<file path="src/rtl/button_debounce_pkg.sv">
// Shared definitions for the push-button conditioning block.
//   - default counter widths
//   - debounce FSM state encoding
package button_debounce_pkg;

  // 2^14 cycles ~ 16 ms and 2^20 cycles ~ 1 s at the 1 MHz test clock
  localparam int DEBOUNCE_WIDTH_DEF = 14;
  localparam int LONG_WIDTH_DEF     = 20;

  typedef enum logic [1:0] {
    RELEASED     = 2'd0,
    PRESS_WAIT   = 2'd1,
    PRESSED      = 2'd2,
    RELEASE_WAIT = 2'd3
  } db_state_e;

endpackage

</file>
<file path="src/rtl/button_debounce_sync_ff2.sv">
// sync_ff2: two-flop synchroniser for a single asynchronous bit.
//   clk, rst_n : clock, asynchronous active-low reset
//   d          : asynchronous input
//   q          : synchronised output (two clk edges of latency)
// RST_VAL sets the value both flops take in reset, so an idle active-low
// input does not produce a spurious edge right after reset.
module sync_ff2 #(
  parameter logic RST_VAL = 1'b0
) (
  input  logic clk,
  input  logic rst_n,
  input  logic d,
  output logic q
);

  logic [1:0] sync_q;

  always_ff @(posedge clk or negedge rst_n) begin
    if (!rst_n) sync_q <= {2{RST_VAL}};
    else        sync_q <= {sync_q[0], d};
  end

  assign q = sync_q[1];

endmodule

</file>
<file path="src/rtl/button_debounce.sv">
// button_debounce: conditions the raw active-low push-button pin.
//   clk, rst_n     : clock, asynchronous active-low reset
//   button_raw_n   : raw pin, active-low, asynchronous to clk
//   button_n_db    : debounced level, active-low (0 = pressed)
//   press_pulse    : 1-cycle pulse when a press is accepted
//   release_pulse  : 1-cycle pulse when a release is accepted
//   long_press     : 1-cycle pulse, at most once per accepted press
// A level is accepted once the synchronised pin has held it for
// 2^DEBOUNCE_WIDTH cycles; any opposite sample restarts qualification.
// long_press fires 2^LONG_WIDTH held cycles after the press is accepted.
module button_debounce
  import button_debounce_pkg::*;
#(
  parameter int DEBOUNCE_WIDTH = DEBOUNCE_WIDTH_DEF,
  parameter int LONG_WIDTH     = LONG_WIDTH_DEF
) (
  input  logic clk,
  input  logic rst_n,
  input  logic button_raw_n,
  output logic button_n_db,
  output logic press_pulse,
  output logic release_pulse,
  output logic long_press
);

  logic                      s2;
  db_state_e                 state;
  logic [DEBOUNCE_WIDTH-1:0] deb_cnt;
  logic [LONG_WIDTH-1:0]     long_cnt;
  logic                      long_done;

  // Reset to 1 = released, matching the idle pin level.
  sync_ff2 #(.RST_VAL(1'b1)) u_sync (
    .clk   (clk),
    .rst_n (rst_n),
    .d     (button_raw_n),
    .q     (s2)
  );

  always_ff @(posedge clk or negedge rst_n) begin
    if (!rst_n) begin
      state         <= RELEASED;
      deb_cnt       <= '0;
      long_cnt      <= '0;
      long_done     <= 1'b0;
      button_n_db   <= 1'b1;
      press_pulse   <= 1'b0;
      release_pulse <= 1'b0;
      long_press    <= 1'b0;
    end else begin
      press_pulse   <= 1'b0;
      release_pulse <= 1'b0;
      long_press    <= 1'b0;
      case (state)
        RELEASED: begin
          if (!s2) begin
            state   <= PRESS_WAIT;
            deb_cnt <= '0;
          end
        end
        PRESS_WAIT: begin
          if (s2) begin
            state <= RELEASED;               // bounce: drop silently
          end else if (&deb_cnt) begin
            state       <= PRESSED;
            button_n_db <= 1'b0;
            press_pulse <= 1'b1;
            long_cnt    <= '0;
            long_done   <= 1'b0;
          end else begin
            deb_cnt <= deb_cnt + 1'b1;
          end
        end
        PRESSED: begin
          if (s2) begin
            state   <= RELEASE_WAIT;         // long_cnt holds across a glitch
            deb_cnt <= '0;
          end else if (&long_cnt) begin
            if (!long_done) begin
              long_press <= 1'b1;
              long_done  <= 1'b1;
            end
          end else begin
            long_cnt <= long_cnt + 1'b1;     // saturates at all-ones
          end
        end
        RELEASE_WAIT: begin
          if (!s2) begin
            state <= PRESSED;                // glitch: long state kept
          end else if (&deb_cnt) begin
            state         <= RELEASED;
            button_n_db   <= 1'b1;
            release_pulse <= 1'b1;
          end else begin
            deb_cnt <= deb_cnt + 1'b1;
          end
        end
        default: state <= RELEASED;
      endcase
    end
  end

endmodule

</file>
<file path="config.mk">
export PLATFORM = sky130hd
export DESIGN_NAME = button_debounce
export DESIGN_NICKNAME = d
export VERILOG_FILES = /design/src/rtl/button_debounce_pkg.sv /design/src/rtl/button_debounce_sync_ff2.sv /design/src/rtl/button_debounce.sv
export SDC_FILE = /design/constraint.sdc
export NUM_CORES = 1
export LEC_CHECK = 0
export CAP_MARGIN = 20
export CORE_AREA = 2 2 72 74
export DETAILED_ROUTE_END_ITERATION = 10
export DIE_AREA = 0 0 74 76
export SETUP_SLACK_MARGIN = 0.5
export SLEW_MARGIN = 15
export SYNTH_ARGS = -nofsm -noshare
export SYNTH_HDL_FRONTEND = slang
export SYNTH_SLANG_ARGS = --single-unit
</file>
<file path="constraint.sdc">
create_clock -name clk -period 2.2 [get_ports clk]
set_input_delay 0.22 -clock clk [delete_from_list [all_inputs] [get_ports clk]]
set_output_delay 0.22 -clock clk [all_outputs]
set_load 0.1 [all_outputs]
</file>
==> flow_metrics.py, run 1 <==
metrics = {
    "outcome": {
        "status": "completed",
    },
    "floorplan": {
        "core_area_um2": 4910,
        "initial_core_util_pct": 47.4,
        "rows": 26,
        "die_w_um": 74,
        "die_y_um": 76,
        "ios": 7,
        "die-area_um2": 5620,
    },
    "synthesis": {
        "synth-async-reset-ratio_pct": 100,
        "synth_warnings": 0,
        "syn_nets": 254,
        "synth.area.top_cells": "dfrtp_1 43%, a31oi_2 4.3%, nand2_1 3.5%",
        "ys_types": 42,
        "ys_seq_area_share_pct": 46.3,
        "ys_ff_latch": 43,
        "ys.flop_type": "dfrtp_1",
        "synth_edf_count": 0,
        "syn_inst": 249,
        "avgSynthCellArea_um2": 9.36,
        "yosys.area.top_type": "dfrtp_1",
        "syn_area_um2": 2330,
        "synth_top_area_share_pct": 43.0,
    },
    "cts": {
        "clkSinkCount": 43,
        "cts_tree": "done",
        "holdBufCountCts": 0,
        "clk_latency_ps": 300,
        "cts_buffer_depth": 2,
        "clk_pin_slew_ps": 90,
        "htreeDepth": 2,
        "cts-root-buf": "clkbuf_8",
        "cts_buffers": 5,
    },
    "drt": {
        "dr.pass1.iters": 5,
        "drtIter0Drc": 212,
        "detail-route-antenna-nets": 0,
        "vias_per_cell": 5.79,
        "wl_um": 5810,
        "drcViolationCount": 0,
        "vias": 2136,
        "wl_per_cell_um": 15.7,
    },
    "min_path": {
        "hold_path_class": "primary input to async pin",
    },
    "final_layout": {
        "post_layout_nonfiller_instances": 369,
        "antenna-diode-count": 0,
        "syn_to_final_growth_pct": 34.0,
        "final_cell_mix": "47 x buf_4, 30 x dfrtp_1, 21 x nand2_1, 20 x nor2_1, 14 x nand3_1",
        "fin_nets": 303,
        "finish.utilization_pct": 63.6,
        "drive_above_1_share_pct": 37.5,
        "mostFrequentLayoutCell": "buf_4",
    },
    "sta": {
        "max_slew_margin_pct": 45.5,
        "timing.fmax_ghz": 0.575,
        "grt_setup_unrepaired": "true",
        "tightest_slew_ps": 817,
        "fin_setup_tns_ps": 0,
        "finalSetupViolCount": 0,
        "hold_violations": 0,
        "fin_skew_ps": 12.4,
        "fin_crit_ps": 1740,
        "min_period_over_period_pct": 79.0,
        "maxSlewViolCount": 0,
    },
    "setup_path": {
        "path_class": "flop to flop",
        "crit_fanout": 4,
        "worstSetupEndpointType": "flop",
        "worstPathRequired_ps": 2400,
        "worst_setup_path_start_kind": "flop",
        "arrival_ps": 1940,
    },
    "placed_design": {
        "routabilityCongestion": 0.798,
        "port_buffers": 6,
        "dp_cells": 324,
        "dpl.hpwl_um": 3360,
    },
    "global_route": {
        "grt_start_max_net_pins": 38,
        "grt_pass1_vias": 1861,
        "grt_util_all_layers_pct": 20.7,
        "antenna_found_initial": 0,
        "grt-ovfl-total": 0,
        "grt_first_pass_wirelength_um": 9230,
    },
    "pwr": {
        "ir_worst_vdd_mv": 0.402,
        "p_per_area_nw_per_um2": 479,
        "p_leak_uw": 0.00125,
    },
    "flow_run": {
        "maxCapViolations": 0,
    },
}
## layout make-up
class / instances / area (µm²)
fill: 379 / 1790
multi-input combinational: 190 / 1410
sequential: 43 / 1090
timing repair buffer: 53 / 413
clock buffer: 7 / 96.3
tap: 70 / 87.6
inverter: 5 / 18.8
clock inverter: 1 / 7.51
## repair_timing
action / in CTS / in global routing
endpoints found under the setup margin: 34 / 40
resized for setup: 24 / 21
setup buffers: 17 / 19
gates cloned: 1 / 0
pin swaps: 15 / 13
## worst max-delay path: stages, from the launching register on
cell     delay (ps)
dfrtp_1         410
nand4_1         140
or3_4           380
o31ai_4         260
buf_4           160
buf_6           110
nor3_2           40
a21o_1          150
## kinds of logic (layout without fill, tap and decap cells)
group | Yosys count | after routing | share of synthesized area, %
XOR/XNOR | 10 | 10 | 3.76
adder cells (fa/ha/maj) | 2 | 2 | 1.07
AND/OR/NAND/NOR | 115 | 116 | 25.8
buffers and inverters | 17 | 66 | 3.54
multiplexers | 5 | 5 | 2.15
AO/OA/AOI/OAI | 57 | 57 | 17.3
flip-flops | 43 | 43 | 46.3
## per-stage QoR
step	area [µm²]	worst slack (ps)	hold slack [ps]	power (µW)
after floorplan	2370	330	-75.6	880
after global placement	2510	296	346	916
after detailed placement	2510	213	352	918
after CTS	2850	424	37.5	1490
after global routing	3120	386	66.8	1560
final	3120	462	5.34	1490
## metal layers
| metal | share of wire [%] | vias to the layer above | global-route usage (%) |
|---|---|---|---|
| met3 | 4.3 | 11 | 4.37 |
| li1 | - | 1026 | - |
| met1 | 48 | 1035 | 33.0 |
| met5 | 0 | - | 0 |
| met2 | 46 | 64 | 28.4 |
| met4 | 1.5 | 0 | 5.45 |
## worst paths after layout
path | from | to | slack [ps] | cells after the start
worst max-delay path | long_cnt[14] | long_cnt[17] | 460 | 7
worst min-delay path | rst_n | deb_cnt[0] | 5 | 1
worst max register to register | long_cnt[14] | long_cnt[17] | 460 | 7
worst min register to register | u_sync.sync_q[0] | u_sync.sync_q[1] | 360 | 0
max in group asynchronous | rst_n | long_cnt[10] | 1550 | 2
min in group clk | button_raw_n | u_sync.sync_q[0] | 330 | 1
## power breakdown
| part | total [µW] | internal (µW) | switching, µW | leakage (µW) |
|---|---|---|---|---|
| clock network | 566 | 286 | 281 | 0.0000505 |
| registers | 828 | 809 | 18.2 | 0.000570 |
| logic | 101 | 46.7 | 54.1 | 0.000626 |
## flip-flops by register name, indices dropped and copies added, names as in the netlist, named ones only
register and count:
long_done 1, button_n_db 1, release_pulse 1, state 1, press_pulse 1, u_sync.sync_q 2
deb_cnt 14, long_cnt 20, long_press 1
## cell usage after synthesis (2+ instances only)
cell	instances
dfrtp_1	40
nand2_1	22
nor2_1	21
nand3_1	15
a31oi_1	13
nand4_1	13
a21oi_1	12
o21ai_0	12
nor4_1	11
xnor2_1	9
a31oi_2	8
clkbuf_1	7
nor3_1	7
nand2b_1	6
and2_1	5
inv_1	5
mux2i_1	5
and3_1	4
buf_2	3
dfstp_2	3
a22oi_1	2
buf_6	2
ha_1	2
nor2b_1	2
o21ai_1	2
or3_1	2
(Power assumes the default switching activity.)
==> run 2, diff against run 1 <==
--- a/config.mk
+++ b/config.mk
@@ -9,6 +9,7 @@
 export CORE_AREA = 2 2 72 74
 export DETAILED_ROUTE_END_ITERATION = 10
 export DIE_AREA = 0 0 74 76
+export PLACE_DENSITY = 0.67
 export SETUP_SLACK_MARGIN = 0.5
 export SLEW_MARGIN = 15
 export SYNTH_ARGS = -nofsm -noshare
==> constraint.sdc (replaced) <==
create_clock -name clk -period 1.5 [get_ports clk]
set_input_delay 0.15 -clock clk [delete_from_list [all_inputs] [get_ports clk]]
set_output_delay 0.15 -clock clk [all_outputs]
set_load 0.1 [all_outputs]
==> run 2 against run 1 <==
The run now ends with setup timing left. Global-route usage grew 6.2 points. Via count grew 17%. Flip-flop and latch count is the same. First-iteration DRC count shrank 12%. Worst setup slack lost 780 ps. Hold slack gained 260 ps. Clock-buffer cell count shrank 2. Maximum frequency shrank 4.4%. Design area grew 25%. Register-to-register slack lost 780 ps. Die area is the same. Wire length grew 39%. Largest power group unchanged.
==> flow_metrics.py, run 2 (synthesis gave the netlist of run 1 again) <==
metrics = {
    "final_layout": {
        "largestRegisters": "long_cnt x20, deb_cnt x14, u_sync.sync_q x2",
        "multi_input_area_um2": 1600,
        "nFillCells": 275,
        "drive_above_1_share_pct": 53.1,
        "syn_to_final_growth_pct": 67.0,
        "seq_area_um2": 1080,
        "top_register": "long_cnt",
        "mostFrequentLayoutCell": "buf_4",
        "final_cell_mix": "84 x buf_4, 36 x dfrtp_1, 18 x nand2_1, 17 x nor2_1, 15 x buf_6",
        "finish.utilization_pct": 79.2,
        "antenna-diode-count": 0,
        "fin_nets": 360,
        "largest_register_ffs": 20,
    },
    "global_route": {
        "grt_start_max_net_pins": 25,
        "antenna_found_initial": 0,
        "grt_first_pass_wirelength_um": 11800,
        "grt_util_all_layers_pct": 26.9,
        "grt_pass1_vias": 2523,
        "grt-ovfl-total": 0,
    },
    "cts": {
        "clk_pin_slew_ps": 100,
        "cts_buffers": 5,
        "cts_tree": "done",
        "cts-root-buf": "clkbuf_8",
        "clkSinkCount": 43,
        "htreeDepth": 2,
        "clk_latency_ps": 310,
        "cts_buffer_depth": 2,
    },
    "drt": {
        "highest_layer": "met4",
        "detail-route-antenna-nets": 0,
        "wl_per_cell_um": 19.0,
        "vias": 2492,
        "vias_per_cell": 5.85,
        "wl_met1_um": 3310,
        "drtIter0Drc": 187,
        "wl_um": 8070,
        "drcViolationCount": 0,
        "dr_wl_met2_um": 4210,
        "dr_wl_met3_um": 337,
        "dr.pass1.iters": 4,
    },
    "outcome": {
        "violations": "setup timing",
        "status": "finished, violations left",
    },
    "setup_path": {
        "arrival_ps": 2040,
        "path_buf_inv": 2,
        "path_cells": "ha_4, nand3_2, or2_4, o31ai_4, buf_6, buf_6, a22oi_1, mux2i_1",
        "worstSetupEndpointType": "flop",
        "path_common_cell": "buf_6",
        "path_class": "flop to flop",
        "cp_slowest_stage_delay_ps": 450,
        "slowest_stage": "dfrtp_1",
        "worst_setup_path_start_kind": "flop",
        "worstPathRequired_ps": 1720,
        "path_delay_family": "flip-flops",
        "crit_fanout": 5,
    },
    "floorplan": {
        "core_area_um2": 4910,
        "die_y_um": 76,
        "ios": 7,
        "die_w_um": 74,
        "die-area_um2": 5620,
        "rows": 26,
        "initial_core_util_pct": 47.4,
    },
    "sta": {
        "max_slew_margin_pct": 74.0,
        "grt_setup_unrepaired": "true",
        "hold_violations": 0,
        "post-route-worst-setup-slack_ps": -319,
        "fin_setup_tns_ps": -6950,
        "whs_ps": 267,
        "fin_crit_ps": 1820,
        "fin_skew_ps": 20.6,
        "timing.fmax_ghz": 0.550,
        "tightest_slew_ps": 385,
        "min_period_over_period_pct": 121,
        "maxSlewViolCount": 0,
        "finalSetupViolCount": 41,
    },
    "pwr": {
        "p_leak_uw": 0.00164,
        "p_per_area_nw_per_um2": 621,
        "comb_power_share_pct": 10.9,
        "p_sw_uw": 590,
        "ir_worst_vdd_mv": 0.414,
        "internal-power_uw": 1830,
        "seqPwrFrac_pct": 49.9,
        "pwr-share-clk_pct": 39.1,
        "swShare_pct": 24.4,
    },
    "placed_design": {
        "port_buffers": 6,
        "dpl.hpwl_um": 4330,
        "routabilityCongestion": 0.864,
        "place_ws_ps": -265,
    },
    "flow_run": {
        "maxCapViolations": 0,
    },
    "min_path": {
        "hold_path_class": "primary input to flop",
    },
}
-- run 2: changes by cell type in the layout (fill, tap and decap cells not counted), sizes merged --
cell,before,now
buf,52,107
bufinv,0,1
clkbuf,7,6
clkinv,0,2
clkinvlp,1,0
dlygate4sd3,0,1
-- run 2: routing by layer --
| layer | GRT usage, % | vias up |
|---|---|---|
| li1 | - | 1133 |
| met5 | 0 | - |
| met1 | 33.3 | 1248 |
| met4 | 12.0 | 0 |
| met2 | 44.7 | 89 |
| met3 | 5.16 | 22 |
-- run 2: through the flow --
step	std cells	total power, µW	area [µm²]
4_1_cts	416	2350	3630
5_1_grt	426	2500	3890
6_report	426	2410	3890
3_5_place_dp	390	1400	3100
3_3_place_gp	390	1400	3100
2_1_floorplan	249	1300	2420
-- run 2: worst reg2reg max path, delay by kind of cell, from the launching register on --
family	cells	cell delay, ps
simple gates	2	340
flops	1	450
mux	1	200
fa+ha+maj	1	180
compound gates	2	260
buf+inv	2	300
-- run 2: final cells by class --
| cell class | count | area share [%] |
|---|---|---|
| well taps | 70 | 2.25 |
| repair buffers | 110 | 25.4 |
| inverters | 5 | 0.482 |
| clock buffers | 5 | 1.77 |
| flip-flops and latches | 43 | 27.9 |
| multi-input cells | 190 | 41.1 |
| clock inverters | 3 | 1.13 |
-- run 2: final timing paths --
path	start	to	slack, ps	cells after the start
max	long_cnt[0]	long_cnt[16]	-320	8
min	button_raw_n	u_sync.sync_q[0]	270	1
max reg2reg	long_cnt[0]	long_cnt[16]	-320	8
min reg2reg	u_sync.sync_q[0]	u_sync.sync_q[1]	360	0
max in group asynchronous	rst_n	u_sync.sync_q[0]	680	3
min in group asynchronous	rst_n	long_cnt[19]	290	2
-- run 2: power groups by stage --
| stage | clock network (µW) | registers (µW) | logic, µW |
|---|---|---|---|
| 2_1_floorplan | 0 | 1240 | 58.6 |
| 3_3_place_gp | 0 | 1230 | 171 |
| 3_5_place_dp | 0 | 1230 | 174 |
| 4_1_cts | 931 | 1200 | 220 |
| 5_1_grt | 1000 | 1210 | 288 |
| 6_report | 945 | 1210 | 264 |
-- run 2: repair_timing --
action / CTS / global route
pin swaps: 31 / 26
hold endpoints to repair: 18 / 0
gates resized for setup: 50 / 32
setup endpoints to repair: 45 / 47
setup buffers: 16 / 10
gates cloned: 1 / 0
hold buffers: 1 / 0
